### config.mk
export PLATFORM = sky130hd
export DESIGN_NAME = fetch_stage
export DESIGN_NICKNAME = d
export VERILOG_FILES = /design/src/rtl/fetch_stage.sv
export SDC_FILE = /design/constraint.sdc
export NUM_CORES = 1
export LEC_CHECK = 0
export ABC_AREA = 1
export BUFFER_PORTS_ARGS = -buffer_cell sky130_fd_sc_hd__buf_2
export CAP_MARGIN = 40
export CELL_PAD_IN_SITES_DETAIL_PLACEMENT = 0
export CELL_PAD_IN_SITES_GLOBAL_PLACEMENT = 1
export CORE_AREA = 2 2 133 135
export DETAILED_ROUTE_END_ITERATION = 8
export DIE_AREA = 0 0 135 137
export HOLD_SLACK_MARGIN = 0.1
export PLACE_DENSITY_LB_ADDON = 0.1
export SLEW_MARGIN = 20
export SYNTH_ARGS = -nofsm -noshare
export SYNTH_HDL_FRONTEND = slang
export SYNTH_SLANG_ARGS = --single-unit
export TNS_END_PERCENT = 50
### constraint.sdc
create_clock -name clk -period 3.15 [get_ports clk]
set_input_delay 0.945 -clock clk [delete_from_list [all_inputs] [get_ports clk]]
set_output_delay 0.945 -clock clk [all_outputs]
set_load 0.1 [all_outputs]
### src/rtl/fetch_stage.sv
// -----------------------------------------------------------------------------
// fetch_stage
//   Instruction-fetch front end for the pipelined RISC-V core. Holds the PC,
//   a trigger-started IDLE/RUN FSM, drives instruction-memory addressing and
//   owns the IF/ID pipeline register plus a saturating fetch counter.
//
//   Optional build macro: FETCH_BTFN_PREDICT_EN
//     defined   -> static backward-taken/forward-not-taken prediction for
//                  conditional branches, and always-taken for JAL
//     undefined -> next PC is always PC+4, if_id_pred_taken tied to 0
//
// Ports
//   clk               system clock, all state on rising edge
//   rst               synchronous active-high reset
//   trigger           start request, sampled only in IDLE
//   stall             hold PC, IF/ID and counter this cycle
//   redirect          downstream branch/jump resolution: load redirect_pc, flush
//   redirect_pc       redirect target (low two bits dropped)
//   imem_addr         instruction memory address (= PC, combinational)
//   imem_rdata        instruction word at imem_addr (asynchronous read)
//   if_id_instr       registered instruction
//   if_id_pc          registered PC of if_id_instr
//   if_id_pc4         registered if_id_pc + 4
//   if_id_valid       IF/ID holds a real instruction
//   if_id_pred_taken  fetch predicted this instruction taken
//   running           FSM is in RUN
//   fetch_count       instructions captured into IF/ID, saturating
// -----------------------------------------------------------------------------
module fetch_stage #(
  parameter int unsigned      XLEN      = 32,
  parameter logic [XLEN-1:0]  RESET_PC  = XLEN'(32'h0000_0000),
  parameter int unsigned      CNT_W     = 16,
  parameter logic [31:0]      NOP_INSTR = 32'h0000_0013
) (
  input  logic             clk,
  input  logic             rst,
  input  logic             trigger,
  input  logic             stall,
  input  logic             redirect,
  input  logic [XLEN-1:0]  redirect_pc,
  output logic [XLEN-1:0]  imem_addr,
  input  logic [31:0]      imem_rdata,
  output logic [31:0]      if_id_instr,
  output logic [XLEN-1:0]  if_id_pc,
  output logic [XLEN-1:0]  if_id_pc4,
  output logic             if_id_valid,
  output logic             if_id_pred_taken,
  output logic             running,
  output logic [CNT_W-1:0] fetch_count
);

  typedef enum logic {
    IDLE = 1'b0,
    RUN  = 1'b1
  } state_t;

  state_t          state_q, state_d;

  logic [XLEN-1:0] pc_q;
  logic [XLEN-1:0] pc_plus4;
  logic [XLEN-1:0] next_pc;
  logic            pred_taken;

  // Per-cycle actions decoded from the FSM and the RUN priority chain.
  logic            do_flush;
  logic            do_capture;

  assign pc_plus4  = pc_q + XLEN'(4);
  assign imem_addr = pc_q;
  assign running   = (state_q == RUN);

  // ---------------------------------------------------------------------------
  // Next sequential PC, optionally steered by static prediction
  // ---------------------------------------------------------------------------
`ifdef FETCH_BTFN_PREDICT_EN
  localparam logic [6:0] OPC_BRANCH = 7'b1100011;
  localparam logic [6:0] OPC_JAL    = 7'b1101111;

  logic [XLEN-1:0] imm_b;
  logic [XLEN-1:0] imm_j;
  logic            pred_reg;

  assign imm_b = {{(XLEN-13){imem_rdata[31]}}, imem_rdata[31], imem_rdata[7],
                  imem_rdata[30:25], imem_rdata[11:8], 1'b0};
  assign imm_j = {{(XLEN-21){imem_rdata[31]}}, imem_rdata[31], imem_rdata[19:12],
                  imem_rdata[20], imem_rdata[30:21], 1'b0};

  always_comb begin
    next_pc    = pc_plus4;
    pred_taken = 1'b0;
    if (imem_rdata[6:0] == OPC_BRANCH && imem_rdata[31]) begin
      next_pc    = pc_q + imm_b;
      pred_taken = 1'b1;
    end else if (imem_rdata[6:0] == OPC_JAL) begin
      next_pc    = pc_q + imm_j;
      pred_taken = 1'b1;
    end
  end

  always_ff @(posedge clk) begin
    if (rst) begin
      pred_reg <= 1'b0;
    end else if (do_flush) begin
      pred_reg <= 1'b0;
    end else if (do_capture) begin
      pred_reg <= pred_taken;
    end
  end

  assign if_id_pred_taken = pred_reg;
`else
  assign next_pc          = pc_plus4;
  assign pred_taken       = 1'b0;
  assign if_id_pred_taken = 1'b0;
`endif

  // ---------------------------------------------------------------------------
  // FSM next-state and per-cycle action decode
  // ---------------------------------------------------------------------------
  always_comb begin
    state_d    = state_q;
    do_flush   = 1'b0;
    do_capture = 1'b0;
    unique case (state_q)
      IDLE: begin
        if (trigger) begin
          state_d = RUN;
        end
      end
      RUN: begin
        // Redirect outranks stall; stall outranks a normal fetch.
        if (redirect) begin
          do_flush = 1'b1;
        end else if (!stall) begin
          do_capture = 1'b1;
        end
      end
      default: state_d = IDLE;
    endcase
  end

  always_ff @(posedge clk) begin
    if (rst) begin
      state_q <= IDLE;
    end else begin
      state_q <= state_d;
    end
  end

  // ---------------------------------------------------------------------------
  // PC register
  // ---------------------------------------------------------------------------
  always_ff @(posedge clk) begin
    if (rst) begin
      pc_q <= RESET_PC;
    end else if (do_flush) begin
      pc_q <= {redirect_pc[XLEN-1:2], 2'b00};
    end else if (do_capture) begin
      pc_q <= next_pc;
    end
  end

  // ---------------------------------------------------------------------------
  // IF/ID pipeline register
  // ---------------------------------------------------------------------------
  always_ff @(posedge clk) begin
    if (rst) begin
      if_id_instr <= NOP_INSTR;
      if_id_pc    <= RESET_PC;
      if_id_pc4   <= RESET_PC + XLEN'(4);
      if_id_valid <= 1'b0;
    end else if (do_flush) begin
      // Flush only kills the instruction; pc/pc4 are don't-care while invalid.
      if_id_instr <= NOP_INSTR;
      if_id_valid <= 1'b0;
    end else if (do_capture) begin
      if_id_instr <= imem_rdata;
      if_id_pc    <= pc_q;
      if_id_pc4   <= pc_plus4;
      if_id_valid <= 1'b1;
    end
  end

  // ---------------------------------------------------------------------------
  // Saturating fetch counter
  // ---------------------------------------------------------------------------
  always_ff @(posedge clk) begin
    if (rst) begin
      fetch_count <= '0;
    end else if (do_capture && (fetch_count != '1)) begin
      fetch_count <= fetch_count + CNT_W'(1);
    end
  end

endmodule

Yosys cells after proc, flatten, opt, wreduce, memory -nomap -nowiden --
Cells that the tools add are included.
Cells by class: add/subtract/negate cells 2, multipliers 0, divide/modulo/power cells 0, $lt $le $gt $ge 0, eq/ne operators 1, shift operators 0, multiplexer cells 9, bitwise gates (word level) 1, reduce and logical (&&, ||, !) cells 4
Operators by type and width (count):
- 2-to-1 mux 32 bit | 2
- adder 32 x 3 -> 32 bit (second input constant) | 1
- adder 16 x 1 -> 16 bit (second input constant) | 1
- != test 16 bit (second input constant) | 1
- 2-to-1 mux 1 bit | 7
- AND reduction 2 bit | 1
- nonzero test 2 bit | 1
- OR reduction 2 bit | 1
- logical AND 1 bit | 1
- NOT 1 bit | 1
Word-level totals: register bits after elaboration 146, latch bits 0, memory bits (writable) 0, bits in read-only memories 0, word-level logic and storage cells 25, memories kept 0

Longest topological paths before layout --
Gate-level depths: netlist (run 1).
depth in word-level cells 5, depth in mapped cells 10, gate-level depth less buffers 10

Least setup slack after synthesis (run 1) --
OpenSTA, ideal clock, no wires.
path kind register to register, from reg fetch_count[1], to reg fetch_count[13], library setup time 0.133 ns, arrival time 2.218 ns, required time 3.017 ns, slack 0.799 ns, cell stages (with the launch flop) 10, buffers on the path 1, cells stage by stage dfxtp_1 -> ha_1 -> nand3_2 -> nor2_4 -> nand3_2 -> nand2_4 -> inv_2 -> buf_6 -> nand2_1 -> a21oi_2
Between the ends: longest elaborated chain between the ends 2
Ends and longest elaborated chain:
- from (decl) | line 49 | output logic [CNT_W-1:0] fetch_count
- from (signal assigned) | line 191 | fetch_count <= fetch_count + CNT_W'(1);
- branches (longest 2 deep; another with adder 16 x 1 -> 16 bit)
Several ways; the timed one is not identified. A chain may end at the register's enable or synchronous reset.

Final worst setup path (run 1) --
from reg pc_q[2] (netlist: imem_addr[2]), to out imem_addr[2]
RTL lines:
- from (decl) | line 59 | logic [XLEN-1:0] pc_q;
- from (signal assigned) | line 157 | pc_q <= {redirect_pc[XLEN-1:2], 2'b00};
- from (signal assigned) | line 159 | pc_q <= next_pc;
- to (decl) | line 41 | output logic [XLEN-1:0] imem_addr,
No word-level cell between the ends.

==> results.sh, run 1 <==
export IMPL_outcome="finished, final reports clean"
export IMPL_clock_insertion_delay_worst_skew_ns=0.43
export IMPL_cts_setup_buffers=0
export IMPL_cts_reportedPaths_clkPinSlew_ns=0.06
export IMPL_worstSetupStartpointType="register"
export IMPL_ys_flop_type="sky130_fd_sc_hd__dfxtp_1"
export IMPL_netlist_cell_type_count=33
export IMPL_cts_buffer_depth=2
export IMPL_synth_async_sr_flop_share=0
export IMPL_fin_worst_skew_ns=0.0108
export IMPL_top_level_ports=216
export IMPL_synth_cell_area_um2=6240
export IMPL_layout_nets=1163
export IMPL_timing_critical_path_slowest_cell_delay_ns=0.51
export IMPL_critPathSlowestCell="sky130_fd_sc_hd__dfxtp_1"
export IMPL_via_count=6260
export IMPL_yosysMostFrequentCell="sky130_fd_sc_hd__nand2_1"
export IMPL_worst_r2r_setup_slack_ns=1.18
export IMPL_die_area_um2=18500
export IMPL_gate_count_post_synth=896
export IMPL_yosys_register_bits=140
export IMPL_worstPathArrival_ns=1.45
export IMPL_placement_rows=48
export IMPL_worst_r2r_path_depth=8
export IMPL_grt_setup_unrepaired="no"
export IMPL_min_period_ns=2.40
export IMPL_cts_tree="built"
export IMPL_final_antenna_net_count=0
export IMPL_maxSlewHeadroom=0.647
export IMPL_setup_viol=0
export IMPL_synth_top_cells_by_count="sky130_fd_sc_hd__nand2_1, sky130_fd_sc_hd__dfxtp_1, sky130_fd_sc_hd__nor2_1, sky130_fd_sc_hd__o21ai_0, sky130_fd_sc_hd__a21oi_1"
export IMPL_ctsResizeCount=0
export IMPL_core_area_um2=17100
export IMPL_path_buf_inv=1
export IMPL_h_tree_levels=4
export IMPL_routed_via_density=4.71
export IMPL_grt_overflow_total=0
export IMPL_timing_final_crit_share=0.761
export IMPL_crit_end="imem_addr[2]"
export IMPL_max_slew_worst_pin_slew_ns=0.533
export IMPL_post_synth_main_area_contributors="sky130_fd_sc_hd__dfxtp_1, sky130_fd_sc_hd__nand2_1, sky130_fd_sc_hd__o21ai_0"
export IMPL_timing_critical_path_fanout_max=7
export IMPL_dpl_hpwl_um=14500
export IMPL_timing_rr_end="if_id_pc4[14]"
export IMPL_synthToLayoutAreaGrowth_pct=30.0
export IMPL_max_ir_drop_vdd_uv=384
export IMPL_first_pass_iters=5
export IMPL_yosysTopAreaCell="sky130_fd_sc_hd__dfxtp_1"
export IMPL_drt_first_iter_violations=247
export IMPL_pin_count_of_the_biggest_net_entering_global_routing=44
export IMPL_cp_cell_sequence="buf_2"
export IMPL_areal_power_density_over_the_cells_nw_per_um2=597
export IMPL_worstSetupStartpoint="imem_addr[2]"
export IMPL_global_route_wire_length_before_repair_um=31100
export IMPL_timing_final_max_slew_violations=0
export IMPL_fillers=1864
export IMPL_post_route_cells_drive_above_1_share=0.256
export IMPL_yosys_warnings=0
export IMPL_final_hold_viol_count=0
export IMPL_crit_required_ns=2.20
export IMPL_io_buffer_count=206
export IMPL_routedWlPerCell_um=15.0
export IMPL_antenna_violations_before_repair=1
export IMPL_power_static_leakage_nw=3.59
export IMPL_crit_type="register to output pin"
export IMPL_gp_congestion=0.810
export IMPL_kind_of_end_point_of_the_critical_path="output pin"
export IMPL_root_buffer="sky130_fd_sc_hd__clkbuf_16"
export IMPL_timing_setup_tns_ns=0
export IMPL_die_height_um=137
export IMPL_worst_path_dominant_cell_family="flip-flops"
export IMPL_vias_in_the_first_global_route=5825
export IMPL_cts_sink_count=140
export IMPL_synth_sequential_area_ratio=0.449
export IMPL_track_usage=0.218
export IMPL_min_delay_path_class="register to register"
export IMPL_max_freq_ghz=0.417
export IMPL_start_util=0.366
export IMPL_final_critical_path_setup_slack_ns=0.751
export IMPL_worst_hold_startpoint="if_id_pc4[9]"
export IMPL_crit_reg2reg_launch="imem_addr[2]"
export IMPL_dpl_worst_slack_ns=0.782
export IMPL_cap_viol_max_count=0
export IMPL_die_width_um=135
export IMPL_critical_path_stages=1
export IMPL_synth_largest_type_area_fraction=0.449
export IMPL_drt_drc_violations_left=0
export IMPL_synth_enable_flop_cells=0
export IMPL_hold_buffers=0
export IMPL_drt_wl_total_um=20000
export IMPL_cts_made_buffers=17
export IMPL_post_synth_cell_area_avg_um2=6.96
-- cell type report --
class	count	area, um^2	area share
Multi-Input combinational cell	644	2960	0.365
Sequential cell	140	2800	0.346
Timing Repair Buffer	218	1150	0.141
Clock buffer	20	457	0.0563
Tap cell	225	282	0.0347
Inverter	71	268	0.0330
Clock inverter	11	190	0.0235
Antenna cell	1	2.50	0.000309
-- power by group --
part | internal (mW) | switching (mW) | total [mW] | leakage [nW]
combinational | 0.129 | 0.617 | 0.745 | 2.14
sequential | 1.83 | 0.0481 | 1.87 | 1.14
clock | 1.44 | 0.776 | 2.22 | 0.316
-- worst min-delay path by stage --
stage / slack, ns / cells after the start / endpoint
5_1_grt: 0.48 / 2 / if_id_pc4[11]
6_report: 0.46 / 2 / if_id_pc4[9]
2_1_floorplan: 0.91 / 2 / if_id_pc4[25]
4_1_cts: 0.47 / 2 / if_id_pc4[9]
3_5_place_dp: 0.45 / 2 / if_id_instr[1]
3_3_place_gp: 0.45 / 2 / if_id_instr[0]
-- sequential cells by signal (all words and copies together), names as in the netlist --
| register | count |
|---|---|
| if_id_valid | 1 |
| if_id_pc4 | 30 |
| imem_addr | 30 |
| if_id_pc | 30 |
| running | 1 |
| if_id_instr | 32 |
| fetch_count | 16 |
-- stage by stage --
step | area [um^2] | hold slack [ns] | utilization | power, mW | std cells
6_report | 8110 | 0.464 | 0.475 | 4.84 | 1330
5_1_grt | 8110 | 0.479 | 0.475 | 5.03 | 1330
4_1_cts | 8110 | 0.466 | 0.475 | 4.90 | 1329
3_5_place_dp | 7460 | 0.450 | 0.437 | 2.66 | 1298
3_3_place_gp | 7460 | 0.449 | 0.437 | 2.66 | 1298
2_1_floorplan | 6260 | 0.905 | - | 2.50 | 902
-- cell usage in the layout, fill, tap and decap left out, types with 2 or more instances in the layout --
cell | netlist | final
sky130_fd_sc_hd__clkinv_2 | 0 | 4
sky130_fd_sc_hd__nand3_1 | 29 | 29
sky130_fd_sc_hd__dfxtp_1 | 140 | 140
sky130_fd_sc_hd__clkbuf_8 | 0 | 2
sky130_fd_sc_hd__nand3_2 | 2 | 2
sky130_fd_sc_hd__nor2_1 | 117 | 116
sky130_fd_sc_hd__ha_1 | 2 | 2
sky130_fd_sc_hd__nor2_4 | 6 | 6
sky130_fd_sc_hd__o21ai_1 | 7 | 7
sky130_fd_sc_hd__nand2_2 | 4 | 5
sky130_fd_sc_hd__nand2_4 | 2 | 2
sky130_fd_sc_hd__nand2_1 | 247 | 246
sky130_fd_sc_hd__inv_1 | 65 | 65
sky130_fd_sc_hd__nor2_2 | 7 | 8
sky130_fd_sc_hd__a21oi_2 | 5 | 5
sky130_fd_sc_hd__inv_2 | 5 | 4
sky130_fd_sc_hd__nand4_1 | 7 | 7
sky130_fd_sc_hd__conb_1 | 1 | 7
sky130_fd_sc_hd__buf_4 | 7 | 10
sky130_fd_sc_hd__xor2_1 | 12 | 12
sky130_fd_sc_hd__nor3_1 | 7 | 7
sky130_fd_sc_hd__buf_2 | 9 | 206
sky130_fd_sc_hd__a31oi_1 | 9 | 9
sky130_fd_sc_hd__clkbuf_16 | 0 | 17
sky130_fd_sc_hd__buf_12 | 0 | 2
sky130_fd_sc_hd__a21oi_1 | 80 | 80
sky130_fd_sc_hd__bufinv_16 | 0 | 5
sky130_fd_sc_hd__o21ai_0 | 89 | 89
-- metal layers --
metal  global-route usage  share of wire  vias to the layer above  routed length, um
met5                    0              0                        -                  0
met4               0.0885          0.023                        0                457
met3               0.0493          0.054                       27               1070
met2                0.361           0.47                      188               9470
met1                0.274           0.45                     2800               8990
li1                     -              -                     3245                  -
-- logic make-up after synthesis --
logic type / Yosys count / synth area share
and+or+nand+nor: 430 / 0.287
AOI/OAI and AO/OA: 192 / 0.160
DFF: 140 / 0.449
buffers and inverters: 118 / 0.0801
xor gates and xnor gates: 13 / 0.0183
adders and majority gates: 2 / 0.00401
other: 1 / 0.000601
No activity file was read; power rests on OpenSTA's default activity.
==> run 2, diff against run 1 <==
Settings changed: CORE_AREA 2 2 133 135 to 2 2 137 139, DIE_AREA 0 0 135 137 to 0 0 139 141.
Clock period 3.15 ns to 2.4 ns, I/O delays scaled along.
==> results.sh, run 2 (synthesis gave the netlist of run 1 again) <==
export IMPL_routedWlPerCell_um=15.1
export IMPL_via_count=6291
export IMPL_crit_required_ns=1.68
export IMPL_timing_setup_tns_ns=0
export IMPL_top_level_ports=216
export IMPL_start_util=0.341
export IMPL_root_buffer="sky130_fd_sc_hd__clkbuf_16"
export IMPL_die_area_um2=19600
export IMPL_placement_rows=50
export IMPL_drt_wl_total_um=20200
export IMPL_max_slew_worst_pin_slew_ns=0.547
export IMPL_drt_drc_violations_left=0
export IMPL_layout_nets=1165
export IMPL_cts_setup_buffers=0
export IMPL_drt_first_iter_violations=299
export IMPL_antenna_violations_before_repair=0
export IMPL_cts_reportedPaths_clkPinSlew_ns=0.06
export IMPL_hold_buffers=0
export IMPL_global_route_wire_length_before_repair_um=32000
export IMPL_gp_congestion=0.848
export IMPL_timing_critical_path_fanout_max=7
export IMPL_cap_viol_max_count=0
export IMPL_cts_tree="built"
export IMPL_path_buf_inv=1
export IMPL_die_width_um=139
export IMPL_post_route_cells_drive_above_1_share=0.258
export IMPL_h_tree_levels=4
export IMPL_areal_power_density_over_the_cells_nw_per_um2=760
export IMPL_timing_final_crit_share=0.895
export IMPL_min_period_ns=2.15
export IMPL_cts_buffer_depth=2
export IMPL_ctsResizeCount=0
export IMPL_synthToLayoutAreaGrowth_pct=29.9
export IMPL_max_freq_ghz=0.466
export IMPL_critPathSlowestCell="sky130_fd_sc_hd__dfxtp_1"
export IMPL_crit_type="register to output pin"
export IMPL_track_usage=0.206
export IMPL_grt_overflow_total=0
export IMPL_clock_insertion_delay_worst_skew_ns=0.42
export IMPL_io_buffer_count=206
export IMPL_worstSetupStartpointType="register"
export IMPL_n_antenna_cell=0
export IMPL_largest_register_ffs=32
export IMPL_worstPathArrival_ns=1.43
export IMPL_power_static_leakage_nw=3.57
export IMPL_dpl_hpwl_um=14800
export IMPL_timing_critical_path_slowest_cell_delay_ns=0.51
export IMPL_kind_of_end_point_of_the_critical_path="output pin"
export IMPL_cp_cell_sequence="buf_2"
export IMPL_largest_register="if_id_instr"
export IMPL_utilization=0.443
export IMPL_hold_slack_ns=0.462
export IMPL_final_hold_viol_count=0
export IMPL_worst_path_dominant_cell_family="flip-flops"
export IMPL_setup_viol=0
export IMPL_cts_made_buffers=17
export IMPL_cts_sink_count=140
export IMPL_grt_setup_unrepaired="no"
export IMPL_core_area_um2=18300
export IMPL_vias_in_the_first_global_route=5901
export IMPL_pin_count_of_the_biggest_net_entering_global_routing=68
export IMPL_fin_worst_skew_ns=0.0105
export IMPL_max_ir_drop_vdd_uv=499
export IMPL_timing_final_max_slew_violations=0
export IMPL_min_delay_path_class="register to register"
export IMPL_commonest_cells_after_routing_fill_and_taps_aside="sky130_fd_sc_hd__nand2_1, sky130_fd_sc_hd__buf_2, sky130_fd_sc_hd__dfxtp_1, sky130_fd_sc_hd__nor2_1, sky130_fd_sc_hd__o21ai_0"
export IMPL_first_pass_iters=4
export IMPL_layout_cells_most_common="sky130_fd_sc_hd__nand2_1"
export IMPL_final_antenna_net_count=0
export IMPL_die_height_um=141
export IMPL_maxSlewHeadroom=0.638
export IMPL_routed_via_density=4.69
export IMPL_outcome="finished, final reports clean"
==> run 2: final timing paths <==
| kind | slack [ns] | startpoint | cells past startpoint | to |
|---|---|---|---|---|
| setup reg to reg | 0.58 | fetch_count[0] | 8 | fetch_count[12] |
| setup / recovery | 0.25 | imem_addr[4] | 1 | imem_addr[4] |
| hold / removal | 0.46 | if_id_pc4[19] | 2 | if_id_pc4[19] |
| hold reg to reg | 0.46 | if_id_pc4[19] | 2 | if_id_pc4[19] |
==> run 2: metal layers <==
layer	wire length, um	GRT usage	up-vias
li1	-	-	3260
met1	9450	0.273	2845
met2	9340	0.331	168
met3	1150	0.0557	18
met4	303	0.0595	0
met5	0	0	-
==> run 2: layout make-up <==
type / instances / area (um^2)
fillers: 2003 / 10200
flip-flops and latches: 140 / 2800
repair buffers: 220 / 1170
well taps: 234 / 293
multi-input cells: 644 / 2960
clock inverters: 14 / 170
inverters: 71 / 268
clock buffers: 18 / 429
==> run 2: tightest hold or removal path, stage by stage, from the launching register on <==
cell and delay (ns):
sky130_fd_sc_hd__dfxtp_1 0.30, sky130_fd_sc_hd__nand2_1 0.06, sky130_fd_sc_hd__a21oi_1 0.06
==> run 2: report_power, final <==
group	internal [mW]	switching [mW]	leakage (nW)
registers	2.40	0.0594	1.14
logic	0.173	0.815	2.15
clock network	1.64	1.07	0.283
==> run 2: stage by stage <==
| stage | cell area [um^2] | worst slack (ns) | power (mW) | cells |
|---|---|---|---|---|
| after CTS | 8100 | 0.233 | 6.23 | 1341 |
| after detailed placement | 7500 | 0.457 | 3.50 | 1309 |
| final | 8100 | 0.252 | 6.15 | 1341 |
| after global routing | 8100 | 0.174 | 6.39 | 1341 |
| after global placement | 7500 | 0.488 | 3.50 | 1309 |
| after floorplan | 6260 | 0.0489 | 3.29 | 902 |
